## src/rtl/uart_rx_fifo_v2.sv

```systemverilog
// 16x-oversampled UART receiver (majority vote, parity/stop/bit-order options, error tags) into a show-ahead FIFO.
// Entry written one Clk after the last stop sample; no backpressure on Rx, full FIFO drops and flags overflow, RTS advises sender.
module uart_rx_fifo_v2 #(
    parameter int DATA_BITS   = 8,
    parameter int FIFO_DEPTH  = 8,
    parameter int FULL_THRESH = FIFO_DEPTH / 2 + 1,
    parameter int MSB_FIRST   = 1
) (
    input  logic                          Clk,
    input  logic                          Rst,
    input  logic                          Baud_Tick,
    input  logic                          Rx,
    input  logic [1:0]                    Parity_Mode,
    input  logic                          Two_Stop,
    input  logic                          Read_Done,
    input  logic                          Clear_Ovf,
    output logic [DATA_BITS-1:0]          Data_Out,
    output logic [2:0]                    Rx_Error,
    output logic                          Data_Rdy,
    output logic                          FIFO_Empty,
    output logic                          FIFO_Full,
    output logic                          FIFO_Overflow,
    output logic                          RTS,
    output logic [$clog2(FIFO_DEPTH):0]   Count
);
    localparam int AW = $clog2(FIFO_DEPTH);
    localparam int CW = AW + 1;
    localparam int EW = DATA_BITS + 3;
    localparam logic [CW-1:0] DEPTH_C = CW'(FIFO_DEPTH);
    localparam logic [CW-1:0] THR_C   = CW'(FULL_THRESH);
    localparam logic [CW-1:0] CONE    = CW'(1);
    localparam logic [AW-1:0] PONE    = AW'(1);
    localparam logic [3:0]    LAST_BIT = 4'(DATA_BITS - 1);

    localparam logic [2:0] IDLE     = 3'd0;
    localparam logic [2:0] START    = 3'd1;
    localparam logic [2:0] DATA     = 3'd2;
    localparam logic [2:0] PARITY   = 3'd3;
    localparam logic [2:0] STOP     = 3'd4;
    localparam logic [2:0] BRK_WAIT = 3'd5;

    logic                 rx_s1_q, rx_s1_d, rx_s2_q, rx_s2_d;
    logic [2:0]           state_q, state_d;
    logic [3:0]           tick_q, tick_d, bit_cnt_q, bit_cnt_d;
    logic [1:0]           vote_q, vote_d, pmode_q, pmode_d;
    logic [DATA_BITS-1:0] shift_q, shift_d;
    logic                 par_q, par_d, perr_q, perr_d, ferr_q, ferr_d;
    logic                 zero_q, zero_d, two_stop_q, two_stop_d;
    logic                 wr_vld_q, wr_vld_d;
    logic [EW-1:0]        wr_dat_q, wr_dat_d;
    logic [EW-1:0]        mem_q [FIFO_DEPTH];
    logic [EW-1:0]        mem_d [FIFO_DEPTH];
    logic [AW-1:0]        wptr_q, wptr_d, rptr_q, rptr_d;
    logic [CW-1:0]        count_q, count_d;
    logic                 ovf_q, ovf_d, rts_q, rts_d;
    logic [EW-1:0]        hold_q, hold_d;

    logic maj, mid, last, par_en, fe, zb, pop, wr_ok;
    logic [EW-1:0] head;

    always_comb begin
        rx_s1_d    = Rx;
        rx_s2_d    = rx_s1_q;
        state_d    = state_q;
        tick_d     = tick_q;
        bit_cnt_d  = bit_cnt_q;
        vote_d     = vote_q;
        pmode_d    = pmode_q;
        shift_d    = shift_q;
        par_d      = par_q;
        perr_d     = perr_q;
        ferr_d     = ferr_q;
        zero_d     = zero_q;
        two_stop_d = two_stop_q;
        wr_vld_d   = 1'b0;
        wr_dat_d   = wr_dat_q;
        maj    = ({1'b0, vote_q} + {2'b00, rx_s2_q}) >= 3'd2;
        mid    = Baud_Tick && (tick_q == 4'd9);
        last   = Baud_Tick && (tick_q == 4'd15);
        par_en = (pmode_q == 2'b01) || (pmode_q == 2'b10);
        fe     = ferr_q | ~maj;
        zb     = (bit_cnt_q == 4'd0) ? (zero_q & ~maj) : zero_q;

        // Ticks 7 and 8 accumulate votes; the tick-9 sample completes the majority in maj.
        if (Baud_Tick && state_q != IDLE && state_q != BRK_WAIT) begin
            tick_d = tick_q + 4'd1;
            if (tick_q == 4'd7 || tick_q == 4'd8) vote_d = vote_q + {1'b0, rx_s2_q};
            if (tick_q == 4'd9) vote_d = 2'd0;
        end

        case (state_q)
            IDLE: begin
                tick_d = 4'd0;
                vote_d = 2'd0;
                if (!rx_s2_q) begin
                    state_d    = START;
                    two_stop_d = Two_Stop;
                    pmode_d    = Parity_Mode;
                    bit_cnt_d  = 4'd0;
                    par_d      = 1'b0;
                    perr_d     = 1'b0;
                    ferr_d     = 1'b0;
                    zero_d     = 1'b1;
                end
            end
            START: begin
                if (mid && maj) state_d = IDLE;
                else if (last) state_d = DATA;
            end
            DATA: begin
                if (mid) begin
                    if (MSB_FIRST != 0) shift_d = {shift_q[DATA_BITS-2:0], maj};
                    else                shift_d = {maj, shift_q[DATA_BITS-1:1]};
                    par_d = par_q ^ maj;
                    if (maj) zero_d = 1'b0;
                end
                if (last) begin
                    if (bit_cnt_q == LAST_BIT) begin
                        bit_cnt_d = 4'd0;
                        state_d   = par_en ? PARITY : STOP;
                    end else begin
                        bit_cnt_d = bit_cnt_q + 4'd1;
                    end
                end
            end
            PARITY: begin
                if (mid) begin
                    perr_d = (par_q ^ maj) != pmode_q[1];
                    if (maj) zero_d = 1'b0;
                end
                if (last) state_d = STOP;
            end
            STOP: begin
                if (mid) begin
                    if (bit_cnt_q == 4'd0 && two_stop_q) begin
                        ferr_d = fe;
                        zero_d = zb;
                    end else begin
                        // A break reports only the break bit; parity/frame results are meaningless then.
                        wr_vld_d = 1'b1;
                        wr_dat_d = zb ? {3'b001, shift_q} : {fe, perr_q, 1'b0, shift_q};
                        state_d  = zb ? BRK_WAIT : IDLE;
                        tick_d   = 4'd0;
                    end
                end
                if (last) bit_cnt_d = bit_cnt_q + 4'd1;
            end
            BRK_WAIT: begin
                if (!rx_s2_q) tick_d = 4'd0;
                else if (Baud_Tick) begin
                    if (tick_q == 4'd15) state_d = IDLE;
                    else tick_d = tick_q + 4'd1;
                end
            end
            default: state_d = IDLE;
        endcase
    end

    always_comb begin
        mem_d   = mem_q;
        wptr_d  = wptr_q;
        rptr_d  = rptr_q;
        count_d = count_q;
        ovf_d   = ovf_q;
        hold_d  = hold_q;
        pop     = Read_Done && (count_q != '0);
        wr_ok   = wr_vld_q && ((count_q != DEPTH_C) || pop);
        if (wr_ok) begin
            mem_d[wptr_q] = wr_dat_q;
            wptr_d        = wptr_q + PONE;
        end
        if (pop) begin
            hold_d = mem_q[rptr_q];
            rptr_d = rptr_q + PONE;
        end
        unique case ({wr_ok, pop})
            2'b10:   count_d = count_q + CONE;
            2'b01:   count_d = count_q - CONE;
            default: count_d = count_q;
        endcase
        if (Clear_Ovf) ovf_d = 1'b0;
        if (wr_vld_q && !wr_ok) ovf_d = 1'b1;
        rts_d = !(count_q >= THR_C);
    end

    always_ff @(posedge Clk or negedge Rst) begin
        if (!Rst) begin
            rx_s1_q    <= 1'b1;
            rx_s2_q    <= 1'b1;
            state_q    <= IDLE;
            tick_q     <= 4'd0;
            bit_cnt_q  <= 4'd0;
            vote_q     <= 2'd0;
            pmode_q    <= 2'd0;
            shift_q    <= '0;
            par_q      <= 1'b0;
            perr_q     <= 1'b0;
            ferr_q     <= 1'b0;
            zero_q     <= 1'b0;
            two_stop_q <= 1'b0;
            wr_vld_q   <= 1'b0;
            wr_dat_q   <= '0;
            for (int i = 0; i < FIFO_DEPTH; i++) mem_q[i] <= '0;
            wptr_q     <= '0;
            rptr_q     <= '0;
            count_q    <= '0;
            ovf_q      <= 1'b0;
            rts_q      <= 1'b1;
            hold_q     <= '0;
        end else begin
            rx_s1_q    <= rx_s1_d;
            rx_s2_q    <= rx_s2_d;
            state_q    <= state_d;
            tick_q     <= tick_d;
            bit_cnt_q  <= bit_cnt_d;
            vote_q     <= vote_d;
            pmode_q    <= pmode_d;
            shift_q    <= shift_d;
            par_q      <= par_d;
            perr_q     <= perr_d;
            ferr_q     <= ferr_d;
            zero_q     <= zero_d;
            two_stop_q <= two_stop_d;
            wr_vld_q   <= wr_vld_d;
            wr_dat_q   <= wr_dat_d;
            mem_q      <= mem_d;
            wptr_q     <= wptr_d;
            rptr_q     <= rptr_d;
            count_q    <= count_d;
            ovf_q      <= ovf_d;
            rts_q      <= rts_d;
            hold_q     <= hold_d;
        end
    end

    // Once drained, the last popped entry stays visible rather than a stale slot.
    assign head          = (count_q == '0) ? hold_q : mem_q[rptr_q];
    assign Data_Out      = head[DATA_BITS-1:0];
    assign Rx_Error      = head[EW-1:DATA_BITS];
    assign Data_Rdy      = (count_q != '0);
    assign FIFO_Empty    = (count_q == '0);
    assign FIFO_Full     = (count_q >= THR_C);
    assign FIFO_Overflow = ovf_q;
    assign RTS           = rts_q;
    assign Count         = count_q;
endmodule

```

## config.mk

```make
export PLATFORM = sky130hd
export DESIGN_NAME = uart_rx_fifo_v2
export DESIGN_NICKNAME = d
export VERILOG_FILES = /design/src/rtl/uart_rx_fifo_v2.sv
export SDC_FILE = /design/constraint.sdc
export NUM_CORES = 1
export LEC_CHECK = 0
export CAP_MARGIN = 20
export CORE_MARGIN = 5
export CORE_UTILIZATION = 61
export CTS_CLUSTER_SIZE = 24
export DETAILED_ROUTE_END_ITERATION = 8
export GPL_ROUTABILITY_DRIVEN = 0
export HOLD_SLACK_MARGIN = 0.08
export PLACE_DENSITY_LB_ADDON = 0.3
export SLEW_MARGIN = 5
export SYNTH_ARGS = -nofsm -noshare
export SYNTH_HDL_FRONTEND = slang
export SYNTH_SLANG_ARGS = --single-unit
```

## constraint.sdc

```tcl
create_clock -name Clk -period 2.9 [get_ports Clk]
set_input_delay 0.435 -clock Clk [delete_from_list [all_inputs] [get_ports Clk]]
set_output_delay 0.435 -clock Clk [all_outputs]
set_load 0.02 [all_outputs]
```

# ---- Word level (Yosys, flattened, before mapping)
# Cells that the tools add are included.
dict set report classes {
  add_sub_neg 8
  order_cmp 5
  n_eq_ne 33
  mux 59
  bitwise 8
  n_reduce_logical 40
}
# cell count
set ops {}
lappend ops {{$bwmux W88} 1}
lappend ops {{$mux W11} 5}
lappend ops {{$mux W4} 10}
lappend ops {{$mux W3} 13}
lappend ops {{$bmux W11 S3} 1}
lappend ops {{$demux W11 S3} 1}
lappend ops {{$ne A2 B2 Y1 const B} 13}
lappend ops {{$pmux W4 S3} 2}
lappend ops {{$pmux W3 S6} 1}
lappend ops {{$mux W1} 16}
lappend ops {{$add A4 B1 Y4 const B} 3}
lappend ops {{$eq A4 B4 Y1 const B} 3}
lappend ops {{$reduce_bool A2 Y1} 6}
lappend ops {{$reduce_bool A3 Y1} 4}
lappend ops {{$logic_and A1 B1 Y1} 10}
lappend ops {{$reduce_and A10 Y1} 1}
lappend ops {{$reduce_and A3 Y1} 3}
lappend ops {{$eq A4 B3 Y1 const B} 2}
lappend ops {{$ge A4 B4 Y1 const B} 2}
lappend ops {{$logic_not A4 Y1} 2}
lappend ops {{$mux W2} 4}
lappend ops {{$not A3 Y4} 2}
lappend ops {{$pmux W4 S2} 1}
lappend ops {{$reduce_and A4 Y1} 2}
lappend ops {{29 further kinds} 45}
dict set report word_totals {
  regBits 153
  input_bits 9
  out_inout_bits 20
  word_cells 182
}

# ---- Longest topological paths before layout
# Gate-level depths: netlist of the first run.
dict set report depth {
  depth_word 9
  depth_mapped 12
  ltp_nobuf 11
}

# ---- Worst setup path after synthesis of the first run
# No wires, ideal clock.
dict set report synth_timing {
  path_kind {register -> register}
  start {register count_q[0] (netlist: Count[0])}
  end {register count_q[3] (netlist: Count[3])}
  setup_ps 80
  t_arrival_ps 2559
  required_time_ps 2820
  path_slack_ps 261
  stages_incl_launch_ff 10
  n_path_buf 1
  synth_period_minus_slack_ps 2639
  cell_sequence {dfrtp_1 -> or2_4 -> or3_1 -> clkbuf_1 -> nand2_1 -> inv_2 -> ha_1 -> or4bb_1 -> a211oi_1 -> xnor2_1}
}
dict set report synth_between {
  elab_chain_cells 6
  word_cells_on_any_way 11
  cone_classes {2 x add/sub; 3 x eq/ne; 1 x mux; 5 x reduce/logical}
}
# element line
set synth_lines {}
lappend synth_lines {{from (decl)} 54} ;# logic [CW-1:0] count_q, count_d;
lappend synth_lines {{from (signal assigned)} 229} ;# count_q <= count_d;
lappend synth_lines {{$reduce_bool A4 Y1 (*)} 166} ;# pop = Read_Done && (count_q != '0);
lappend synth_lines {{$logic_and A1 B1 Y1 (*)} 166}
lappend synth_lines {{net pop} 58} ;# logic maj, mid, last, par_en, fe, zb, pop, wr_ok;
lappend synth_lines {{$logic_or A1 B1 Y1} 167} ;# wr_ok = wr_vld_q && ((count_q != DEPTH_C) || pop);
lappend synth_lines {{$logic_and A1 B1 Y1} 167}
lappend synth_lines {{$eq A2 B1 Y1 or $eq A2 B2 Y1 (tied branches)} 176} ;# unique case ({wr_ok, pop})
lappend synth_lines {{$pmux W4 S2 or $reduce_bool A2 Y1 (tied branches)} --}
# The timed path passes the listed nets; every way through them passes the cells marked *.
# A chain may end at the register's enable or synchronous reset.

# ---- Final worst setup path of the first run
dict set report layout_timing {
  start {register rptr_q[0]}
  end {output Data_Out[6]}
}
dict set report layout_between {
  elab_chain_cells 5
}
# element line
set layout_lines {}
lappend layout_lines {{from (decl)} 53} ;# logic [AW-1:0] wptr_q, wptr_d, rptr_q, rptr_d;
lappend layout_lines {{from (signal assigned)} 228} ;# rptr_q <= rptr_d;
lappend layout_lines {{$not A3 Y4 (implied by the code)} 237} ;# assign head = (count_q == '0) ? hold_q : mem_q[rptr_q];
lappend layout_lines {{$bmux W11 S3} 237}
lappend layout_lines {{$mux W11 (implied by the code) (2 in a row)} 237}
lappend layout_lines {{$mux W11} 237}
lappend layout_lines {{to (decl)} 17} ;# output logic [DATA_BITS-1:0] Data_Out,
# No other way between the ends. The select of a mux whose other input is x is not followed.

==> flow_summary.ini, run 1 <==
[synthesis]
yosysWarningCount = 0
netlist_top_cells_area = sky130_fd_sc_hd__dfrtp_1 51%, sky130_fd_sc_hd__mux2_2 14%, sky130_fd_sc_hd__mux4_2 6.8%, sky130_fd_sc_hd__nand2_1 3.7%, sky130_fd_sc_hd__ha_1 2.0%
synth_cells = 593
syn_nets = 614
yosys.area.top_type = sky130_fd_sc_hd__dfrtp_1
post_synth.cell_area_avg_sq_um = 12.4
synth_simple_gate_area_share = 0.0938
post_synth_mux_area_share = 0.244
synth.ff_latch_count = 153
post_synth_num_cell_types = 66
synth.cell_area_sq_um = 7330
synth-compound-area-share = 0.0717
synth_async_sr_flop_share = 1.00
yosysSeqAreaShare = 0.523
synth_top_area_frac = 0.512
number_of_synthesized_flops_with_an_enable_pin = 0
synth_fa_ha_area_frac = 0.0205
synth_top_flop_cell = sky130_fd_sc_hd__dfrtp_1
main_combinational_cell_family_by_area_after_synthesis = multiplexers
yosys.area_share.xor_xnor = 0.0167

[power]
power.total_mw = 6.13
leakage_power_nw = 4.13
ir_drop_mv = 0.605
pwr_density_cell_nw_per_um2 = 726

[clock_tree]
clock-root-buffer = sky130_fd_sc_hd__clkbuf_16
cts_buffers = 17
h-tree-depth = 4
clock_sinks = 153
clock_latency_ns = 0.42
cts.clk_slew.worst_paths_ns = 0.06
cts_max_path_buffers = 2
tritoncts = yes

[floorplanning]
initial_core_util = 0.616
die_y_um = 120
core_area_sq_um = 11900
dieArea_sq_um = 14300
die_width_um = 120
ioPinCount = 29
fp-row-count = 40

[setup_path]
end_kind = output pin
worstPathArrival_ns = 2.28
worst_setup_path_start_kind = register
worstPathRequired_ns = 2.47
timing.critical_path.fanout_max = 12
worst-setup-path-type = register to output pin

[finish]
fillerInstances = 813
layout_common_cells = 149 x sky130_fd_sc_hd__dfrtp_1, 89 x sky130_fd_sc_hd__mux2_2, 73 x sky130_fd_sc_hd__nand2_1, 28 x sky130_fd_sc_hd__o21ai_0, 27 x sky130_fd_sc_hd__nor2_1
multiInputGateArea_sq_um = 3290
syn_to_final_growth_pct = 15.0
utilization = 0.708
seqCellArea_sq_um = 3830
num_antenna_cells = 0
finalNetCount = 650
proportion_of_layout_cells_with_a_drive_suffix_above_1 = 0.289
layout_commonest_cell = sky130_fd_sc_hd__dfrtp_1

[placement]
hpwlAfterDp_um = 9360
port_buffers = 28

[route]
drt-wirelength-per-cell_um = 18.6
via_per_inst = 6.03
met2_wire_length_um = 7460
detail_route.wirelength_um = 14700
drt_drc_violations_left = 0
routedLengthMet1_um = 6370
topRoutingLayerUsed = met4
first_iter_violations = 320
vias = 4750
detail-route-antenna-nets = 0
met3RoutedLength_um = 545
dr.pass1.iters = 4

[global_routing]
track_usage = 0.223
wire_length_of_the_first_global_routing_pass_um = 24700
grt-ovfl-total = 0
maximum_number_of_pins_on_one_net_before_global_route_repair = 62
grt_pass1_vias = 4810
antenna_found_initial = 0

[timing]
timing.final.max_slew_violations = 0
worst_clock_skew_ns = 0.00464
timing_worst_slew_pin_value_ns = 0.658
setup_viol = 0
timing.fmax_ghz = 0.368
final_hold_violation_count = 0
maxSlewHeadroom = 0.561
final.period_utilization = 0.936
layout_min_cycle_time_ns = 2.72
rsz0062_at_grt = false

[flow_run]
maxCapViolCount = 0

[run_status]
outcome = finished clean

[worst_hold_path]
worst_hold_path_type = register to register
[layer usage]
metal / vias up / GRT usage
met5: - / 0
met4: 0 / 0.0730
met3: 28 / 0.0598
met2: 100 / 0.367
met1: 2425 / 0.289
li1: 2197 / -
[synthesized netlist by cell type (7+ instances only)]
| cell type | instances |
|---|---|
| sky130_fd_sc_hd__buf_2 | 15 |
| sky130_fd_sc_hd__nor2_1 | 27 |
| sky130_fd_sc_hd__nor2b_1 | 7 |
| sky130_fd_sc_hd__a21oi_1 | 23 |
| sky130_fd_sc_hd__nand2_1 | 73 |
| sky130_fd_sc_hd__ha_1 | 12 |
| sky130_fd_sc_hd__nand3_1 | 10 |
| sky130_fd_sc_hd__mux2_2 | 89 |
| sky130_fd_sc_hd__xnor2_1 | 9 |
| sky130_fd_sc_hd__mux2i_1 | 13 |
| sky130_fd_sc_hd__inv_1 | 16 |
| sky130_fd_sc_hd__mux2_4 | 10 |
| sky130_fd_sc_hd__dfrtp_1 | 150 |
| sky130_fd_sc_hd__o21ai_0 | 28 |
| sky130_fd_sc_hd__mux4_2 | 22 |
| sky130_fd_sc_hd__clkbuf_1 | 9 |
[power by group]
group | switching [mW] | internal (mW) | total [mW]
Combinational | 0.852 | 0.694 | 1.55
Clock | 0.816 | 1.33 | 2.14
Sequential | 0.177 | 2.26 | 2.44
[per-stage QoR]
stage | TNS (ns) | instance area [sq um] | std cells | hold WS (ns) | setup WS (ns)
floorplan | 0 | 7330 | 593 | 0.139 | 0.261
global placement | 0 | 7810 | 755 | 0.350 | 0.318
detailed placement | 0 | 7810 | 755 | 0.350 | 0.264
CTS | -0.0545 | 8400 | 787 | 0.362 | -0.0545
global route | 0 | 8430 | 788 | 0.364 | 0.115
finish | 0 | 8430 | 788 | 0.360 | 0.185
[path summary, 6_finish.rpt]
| check | startpoint | end | slack (ns) | cells after the start |
|---|---|---|---|---|
| worst min-delay path | rx_s1_q$_DFF_PN1_ | rx_s2_q$_DFF_PN1_ | 0.36 | 0 |
| worst max-delay path | rptr_q[0]$_DFFE_PN0P_ | Data_Out[6] | 0.18 | 5 |
| max in group asynchronous | Rst | rx_s2_q$_DFF_PN1_ | 1.58 | 3 |
| worst min register to register | rx_s1_q$_DFF_PN1_ | rx_s2_q$_DFF_PN1_ | 0.36 | 0 |
| min in group asynchronous | Rst | Count[1]$_DFFE_PN0P_ | 0.56 | 2 |
| worst max register to register | Count[1]$_DFFE_PN0P_ | Count[3]$_DFFE_PN0P_ | 0.39 | 8 |
[kinds of logic (layout without fill, tap and decap cells)]
| group | count (synthesis) | after routing |
|---|---|---|
| flops | 153 | 153 |
| simple gates | 146 | 146 |
| mux | 135 | 135 |
| compound gates | 84 | 84 |
| buf+inv | 49 | 97 |
| xor+xnor | 14 | 14 |
| fa+ha+maj | 12 | 12 |
[area by class of cell]
class                      count  area share
tap                          147      0.0218
timing repair buffer          47      0.0562
multi-input combinational    391       0.391
sequential                   153       0.455
inverter                      19     0.00846
clock inverter                 7      0.0110
clock buffer                  24      0.0571
[registers in the layout, summed over array words and instances (netlist names), 3 cells and up]
name / count
Count: 4
bit_cnt_q: 4
hold_q: 11
mem_q: 88
rptr_q: 3
shift_q: 8
state_q: 3
tick_q: 4
wptr_q: 3
wr_dat_q: 11
[critical path, stage by stage (launching register included)]
cell	delay, ns
sky130_fd_sc_hd__dfrtp_2	0.42
sky130_fd_sc_hd__buf_12	0.18
sky130_fd_sc_hd__mux4_2	0.54
sky130_fd_sc_hd__mux2i_2	0.28
sky130_fd_sc_hd__a21oi_1	0.11
sky130_fd_sc_hd__dlygate4sd2_1	0.33
[timing repair]
item / CTS / global route
gates resized for setup: 15 / 3
endpoints found under the hold margin: 57 / 0
setup buffers: 0 / 0
hold buffers: 1 / 0
cloned: 0 / 1
endpoints found under the setup margin: 11 / 2
pin swaps: 0 / 0
(Power assumes the default switching activity.)
==> run 2: changes to the inputs <==
--- a/config.mk
+++ b/config.mk
@@ -7,11 +7,12 @@
 export LEC_CHECK = 0
 export CAP_MARGIN = 20
 export CORE_MARGIN = 5
-export CORE_UTILIZATION = 61
+export CORE_UTILIZATION = 62
 export CTS_CLUSTER_SIZE = 24
 export DETAILED_ROUTE_END_ITERATION = 8
 export GPL_ROUTABILITY_DRIVEN = 0
 export HOLD_SLACK_MARGIN = 0.08
+export MAX_ROUTING_LAYER = met4
 export PLACE_DENSITY_LB_ADDON = 0.3
 export SLEW_MARGIN = 5
 export SYNTH_ARGS = -nofsm -noshare
==> constraint.sdc (replaced) <==
create_clock -name Clk -period 3.3 [get_ports Clk]
set_input_delay 0.495 -clock Clk [delete_from_list [all_inputs] [get_ports Clk]]
set_output_delay 0.495 -clock Clk [all_outputs]
set_load 0.02 [all_outputs]
==> flow_summary.ini, run 2 (synthesis results as in run 1) <==
[setup_path]
critical-path-max-stage-delay_ns = 0.55
timing.critical_path.fanout_max = 24
worstSetupStartpoint = rptr_q[0]$_DFFE_PN0P_
end_kind = output pin
worst_setup_path_start_kind = register
timing.critical_path.slowest_stage_cell = sky130_fd_sc_hd__clkdlybuf4s50_1
crit_path_cell_trace = buf_12 > mux4_2 > mux2i_1 > a21oi_1 > clkdlybuf4s50_1
worst-setup-path-type = register to output pin
timing.rr.start = Count[1]$_DFFE_PN0P_
worstPathArrival_ns = 2.56
worstPathRequired_ns = 2.80

[placement]
place_ws_ns = 0.560
numPlacedInstances = 744
port_buffers = 28
hpwlAfterDp_um = 9440

[finish]
layout_common_cells = 150 x sky130_fd_sc_hd__dfrtp_1, 89 x sky130_fd_sc_hd__mux2_2, 73 x sky130_fd_sc_hd__nand2_1, 28 x sky130_fd_sc_hd__o21ai_0
syn_to_final_growth_pct = 13.2
layout_commonest_cell = sky130_fd_sc_hd__dfrtp_1
largest_registers = mem_q (88), hold_q (11), wr_dat_q (11)
num_antenna_cells = 0
largest_reg_flops = 88
final-instance-count-excl-fill = 773
finalNetCount = 641
proportion_of_layout_cells_with_a_drive_suffix_above_1 = 0.273
fillerInstances = 771
registers.top_by_ff_count = mem_q

[power]
sequentialPowerShare = 0.407
ir_drop_mv = 0.490
power.switching_fraction = 0.302
clkPwrFrac = 0.347
power.total_mw = 5.29
netSwitchingPower_mw = 1.60
pwr_density_cell_nw_per_um2 = 637
leakage_power_nw = 4.01
p_comb_frac = 0.246
cell_internal_pwr_mw = 3.70

[floorplanning]
die_width_um = 119
initial_core_util = 0.637
dieArea_sq_um = 14100
die_y_um = 119
fp-row-count = 39
ioPinCount = 29
core_area_sq_um = 11500

[route]
dr.pass1.iters = 4
vias = 4636
detail-route-antenna-nets = 0
detail_route.wirelength_um = 14500
drt_drc_violations_left = 0
first_iter_violations = 292
drt-wirelength-per-cell_um = 18.7
via_per_inst = 6.00

[clock_tree]
cts_buffers = 17
post_cts_resize_count = 0
h-tree-depth = 4
clock_latency_ns = 0.41
cts_max_path_buffers = 2
clock_sinks = 153
clock-root-buffer = sky130_fd_sc_hd__clkbuf_16
cts.clk_slew.worst_paths_ns = 0.06
postCtsHoldBufs = 0
tritoncts = yes
cts_setup_buffers = 0

[worst_hold_path]
worst_hold_path_type = input port to async pin

[global_routing]
track_usage = 0.223
grt-ovfl-total = 0
maximum_number_of_pins_on_one_net_before_global_route_repair = 76
wire_length_of_the_first_global_routing_pass_um = 24300
antenna_found_initial = 0
grt_pass1_vias = 4859

[timing]
timing_worst_slew_pin_value_ns = 0.744
setup_tns_ns = 0
timing.final.max_slew_violations = 0
maxSlewHeadroom = 0.503
timing.fmax_ghz = 0.327
layout_min_cycle_time_ns = 3.06
final.period_utilization = 0.927
final_hold_violation_count = 0
rsz0062_at_grt = false
setup_viol = 0
final_critical_path_setup_slack_ns = 0.241
worst_clock_skew_ns = 0.00566

[flow_run]
maxCapViolCount = 0

[run_status]
outcome = finished clean
run 2: worst max-delay path: cells and delay by family (launching register included):
family,cells,cell delay [ns]
flops,1,0.38
buf+inv,2,0.78
mux,2,0.85
compound gates,1,0.13
run 2: area by class of cell:
class                   count  area [sq um]  share of cell area
clock buffers              23           498              0.0600
clock inverters             6          66.3             0.00799
inverters                  19          71.3             0.00859
multi-input cells         391          3280               0.394
flip-flops and latches    153          3830               0.462
well taps                 143           179              0.0215
repair buffers             38           382              0.0460
run 2: stage by stage:
step	area [sq um]	utilization	hold slack, ns
floorplan	7330	-	0.199
global placement	7740	0.672	0.349
detailed placement	7740	0.672	0.349
CTS	8300	0.721	0.127
global route	8300	0.721	0.148
finish	8300	0.721	0.111
run 2: path summary, 6_finish.rpt:
kind | to | slack [ns] | depth (start not counted)
worst min-delay path | Count[2]$_DFFE_PN0P_ | 0.11 | 1
min in group Clk | rx_s2_q$_DFF_PN1_ | 0.36 | 0
worst max register to register | Count[2]$_DFFE_PN0P_ | 0.55 | 12
worst min register to register | rx_s2_q$_DFF_PN1_ | 0.36 | 0
worst max-delay path | Rx_Error[0] | 0.24 | 5
max in group asynchronous | shift_q[7]$_DFFE_PN0P_ | 2.37 | 2
run 2: layer usage:
layer | up-vias | wire [um] | GRT usage
met5 | - | 0 | -
met4 | 0 | 132 | 0.0601
met3 | 11 | 587 | 0.0583
met2 | 108 | 7590 | 0.372
met1 | 2343 | 6180 | 0.271
li1 | 2174 | - | -
run 2: power groups by stage:
stage	logic [mW]	clock network [mW]	registers, mW
after floorplan	0.906	0	2.14
after CTS	1.31	1.87	2.15
after detailed placement	1.30	0	2.18
after global routing	1.43	1.95	2.17
final	1.30	1.84	2.16
after global placement	1.27	0	2.17
==> run 3: changes to the inputs <==
--- a/config.mk
+++ b/config.mk
@@ -6,8 +6,9 @@
 export NUM_CORES = 1
 export LEC_CHECK = 0
 export CAP_MARGIN = 20
+export CORE_ASPECT_RATIO = 2
 export CORE_MARGIN = 5
-export CORE_UTILIZATION = 62
+export CORE_UTILIZATION = 63
 export CTS_CLUSTER_SIZE = 24
 export DETAILED_ROUTE_END_ITERATION = 8
 export GPL_ROUTABILITY_DRIVEN = 0
==> flow_summary.ini, run 3 (synthesis results as in run 1) <==
[run_status]
outcome = finished clean

[finish]
num_antenna_cells = 0
layout_commonest_cell = sky130_fd_sc_hd__dfrtp_1
proportion_of_layout_cells_with_a_drive_suffix_above_1 = 0.284
multiInputGateArea_sq_um = 3280
syn_to_final_growth_pct = 13.4
registers.top_by_ff_count = mem_q
finalNetCount = 646
seqCellArea_sq_um = 3830
layout_common_cells = 150 x sky130_fd_sc_hd__dfrtp_1, 89 x sky130_fd_sc_hd__mux2_2, 73 x sky130_fd_sc_hd__nand2_1, 28 x sky130_fd_sc_hd__o21ai_0
fillerInstances = 739
largest_registers = mem_q (88), hold_q (11), wr_dat_q (11)
largest_reg_flops = 88
final-instance-count-excl-fill = 780

[placement]
port_buffers = 28
numPlacedInstances = 748
place_ws_ns = 0.574
hpwlAfterDp_um = 10500

[route]
dr.pass1.iters = 4
met2_wire_length_um = 9200
detail_route.wirelength_um = 15900
detail-route-antenna-nets = 0
drt-wirelength-per-cell_um = 20.3
topRoutingLayerUsed = met4
vias = 4841
via_per_inst = 6.21
routedLengthMet1_um = 5770
drt_drc_violations_left = 0
first_iter_violations = 240
met3RoutedLength_um = 526

[global_routing]
maximum_number_of_pins_on_one_net_before_global_route_repair = 77
track_usage = 0.251
grt-ovfl-total = 0
wire_length_of_the_first_global_routing_pass_um = 26200
antenna_found_initial = 0
grt_pass1_vias = 5153

[clock_tree]
cts_max_path_buffers = 2
clock_sinks = 153
post_cts_resize_count = 0
tritoncts = yes
cts.clk_slew.worst_paths_ns = 0.07
clock_latency_ns = 0.42
cts_buffers = 17
clock-root-buffer = sky130_fd_sc_hd__clkbuf_16
h-tree-depth = 4
postCtsHoldBufs = 0
cts_setup_buffers = 0

[timing]
worst_clock_skew_ns = 0.00907
final_hold_violation_count = 0
rsz0062_at_grt = false
setup_tns_ns = 0
timing.final.max_slew_violations = 0
maxSlewHeadroom = 0.544
setup_viol = 0
final.period_utilization = 0.920
timing_worst_slew_pin_value_ns = 0.685
final_critical_path_setup_slack_ns = 0.263
timing.fmax_ghz = 0.329
layout_min_cycle_time_ns = 3.04

[setup_path]
worstPathArrival_ns = 2.54
crit_path_cell_trace = buf_12 > mux4_2 > mux2i_1 > a21oi_1 > clkdlybuf4s50_1
timing.critical_path.fanout_max = 24
worst_path_dominant_cell_family = multiplexers
critical-path-max-stage-delay_ns = 0.55
timing.critical_path.slowest_stage_cell = sky130_fd_sc_hd__clkdlybuf4s50_1
worstSetupStartpoint = rptr_q[0]$_DFFE_PN0P_
worst_setup_path_start_kind = register
worst-setup-path-type = register to output pin
end_kind = output pin
timing.rr.start = Count[0]$_DFFE_PN0P_
worstPathRequired_ns = 2.80
worst_r2r_path_depth = 9
cp.buffers_inverters = 2
worst-path-stages = 5

[power]
pwr_density_cell_nw_per_um2 = 636
leakage_power_nw = 4.03
power.total_mw = 5.29
ir_drop_mv = 0.590

[floorplanning]
core_area_sq_um = 11400
fp-row-count = 55
die_width_um = 86.3
initial_core_util = 0.646
dieArea_sq_um = 14000
ioPinCount = 29
die_y_um = 163

[worst_hold_path]
worst_hold_path_type = input port to async pin

[flow_run]
maxCapViolCount = 0
## run 3: cell count changes in the layout (fill, tap and decap cells not counted)
cell                        previous run  this run
sky130_fd_sc_hd__inv_6                 0         4
sky130_fd_sc_hd__clkinv_4              1         4
sky130_fd_sc_hd__clkbuf_1              1         0
sky130_fd_sc_hd__buf_4                 8        14
sky130_fd_sc_hd__inv_8                 0         1
sky130_fd_sc_hd__bufinv_16             1         0
sky130_fd_sc_hd__clkinv_2              1         2
sky130_fd_sc_hd__clkbuf_8              5         1
sky130_fd_sc_hd__buf_12                2         1
## run 3: metrics by stage
stage | util | cell area (sq um) | hold slack (ns)
after global routing | 0.732 | 8320 | 0.120
after CTS | 0.732 | 8320 | 0.101
after detailed placement | 0.684 | 7760 | 0.348
final | 0.732 | 8320 | 0.0763
after floorplan | - | 7330 | 0.199
after global placement | 0.684 | 7760 | 0.350
## run 3: layout make-up
class / instances / area share
Sequential cell: 153 / 0.461
Clock inverter: 14 / 0.0137
Timing Repair Buffer: 43 / 0.0489
Multi-Input combinational cell: 391 / 0.394
Clock buffer: 18 / 0.0528
Tap cell: 142 / 0.0214
Inverter: 19 / 0.00858
## run 3: final timing paths
path | slack [ns] | endpoint
max | 0.26 | Data_Out[0]
min | 0.08 | rptr_q[1]$_DFFE_PN0P_
max reg2reg | 0.53 | Count[3]$_DFFE_PN0P_
min reg2reg | 0.35 | rx_s2_q$_DFF_PN1_
max in group asynchronous | 2.33 | RTS$_DFF_PN1_
min in group Clk | 0.35 | rx_s2_q$_DFF_PN1_
## run 3: worst register-to-register path, stage by stage, from the launching register on
cell and delay (ns):
sky130_fd_sc_hd__dfrtp_1 0.45, sky130_fd_sc_hd__or2_4 0.30, sky130_fd_sc_hd__or3_1 0.31, sky130_fd_sc_hd__buf_4 0.22
sky130_fd_sc_hd__nand2_1 0.13, sky130_fd_sc_hd__inv_2 0.07, sky130_fd_sc_hd__ha_1 0.27, sky130_fd_sc_hd__or4bb_1 0.51
sky130_fd_sc_hd__a211oi_1 0.29, sky130_fd_sc_hd__xnor2_1 0.16
## run 3: power by group
group          leakage, nW  internal, mW  total [mW]  switching [mW]
logic                 1.66         0.586        1.35           0.763
clock network        0.266         0.997        1.80           0.806
registers             2.10          1.98        2.14           0.157
total                 4.03          3.57        5.29            1.73
## run 3: routing by layer
metal,GRT usage,vias to the layer above
met2,0.459,123
met4,0.0965,0
met3,0.0425,30
met5,-,-
li1,-,2187
met1,0.263,2501
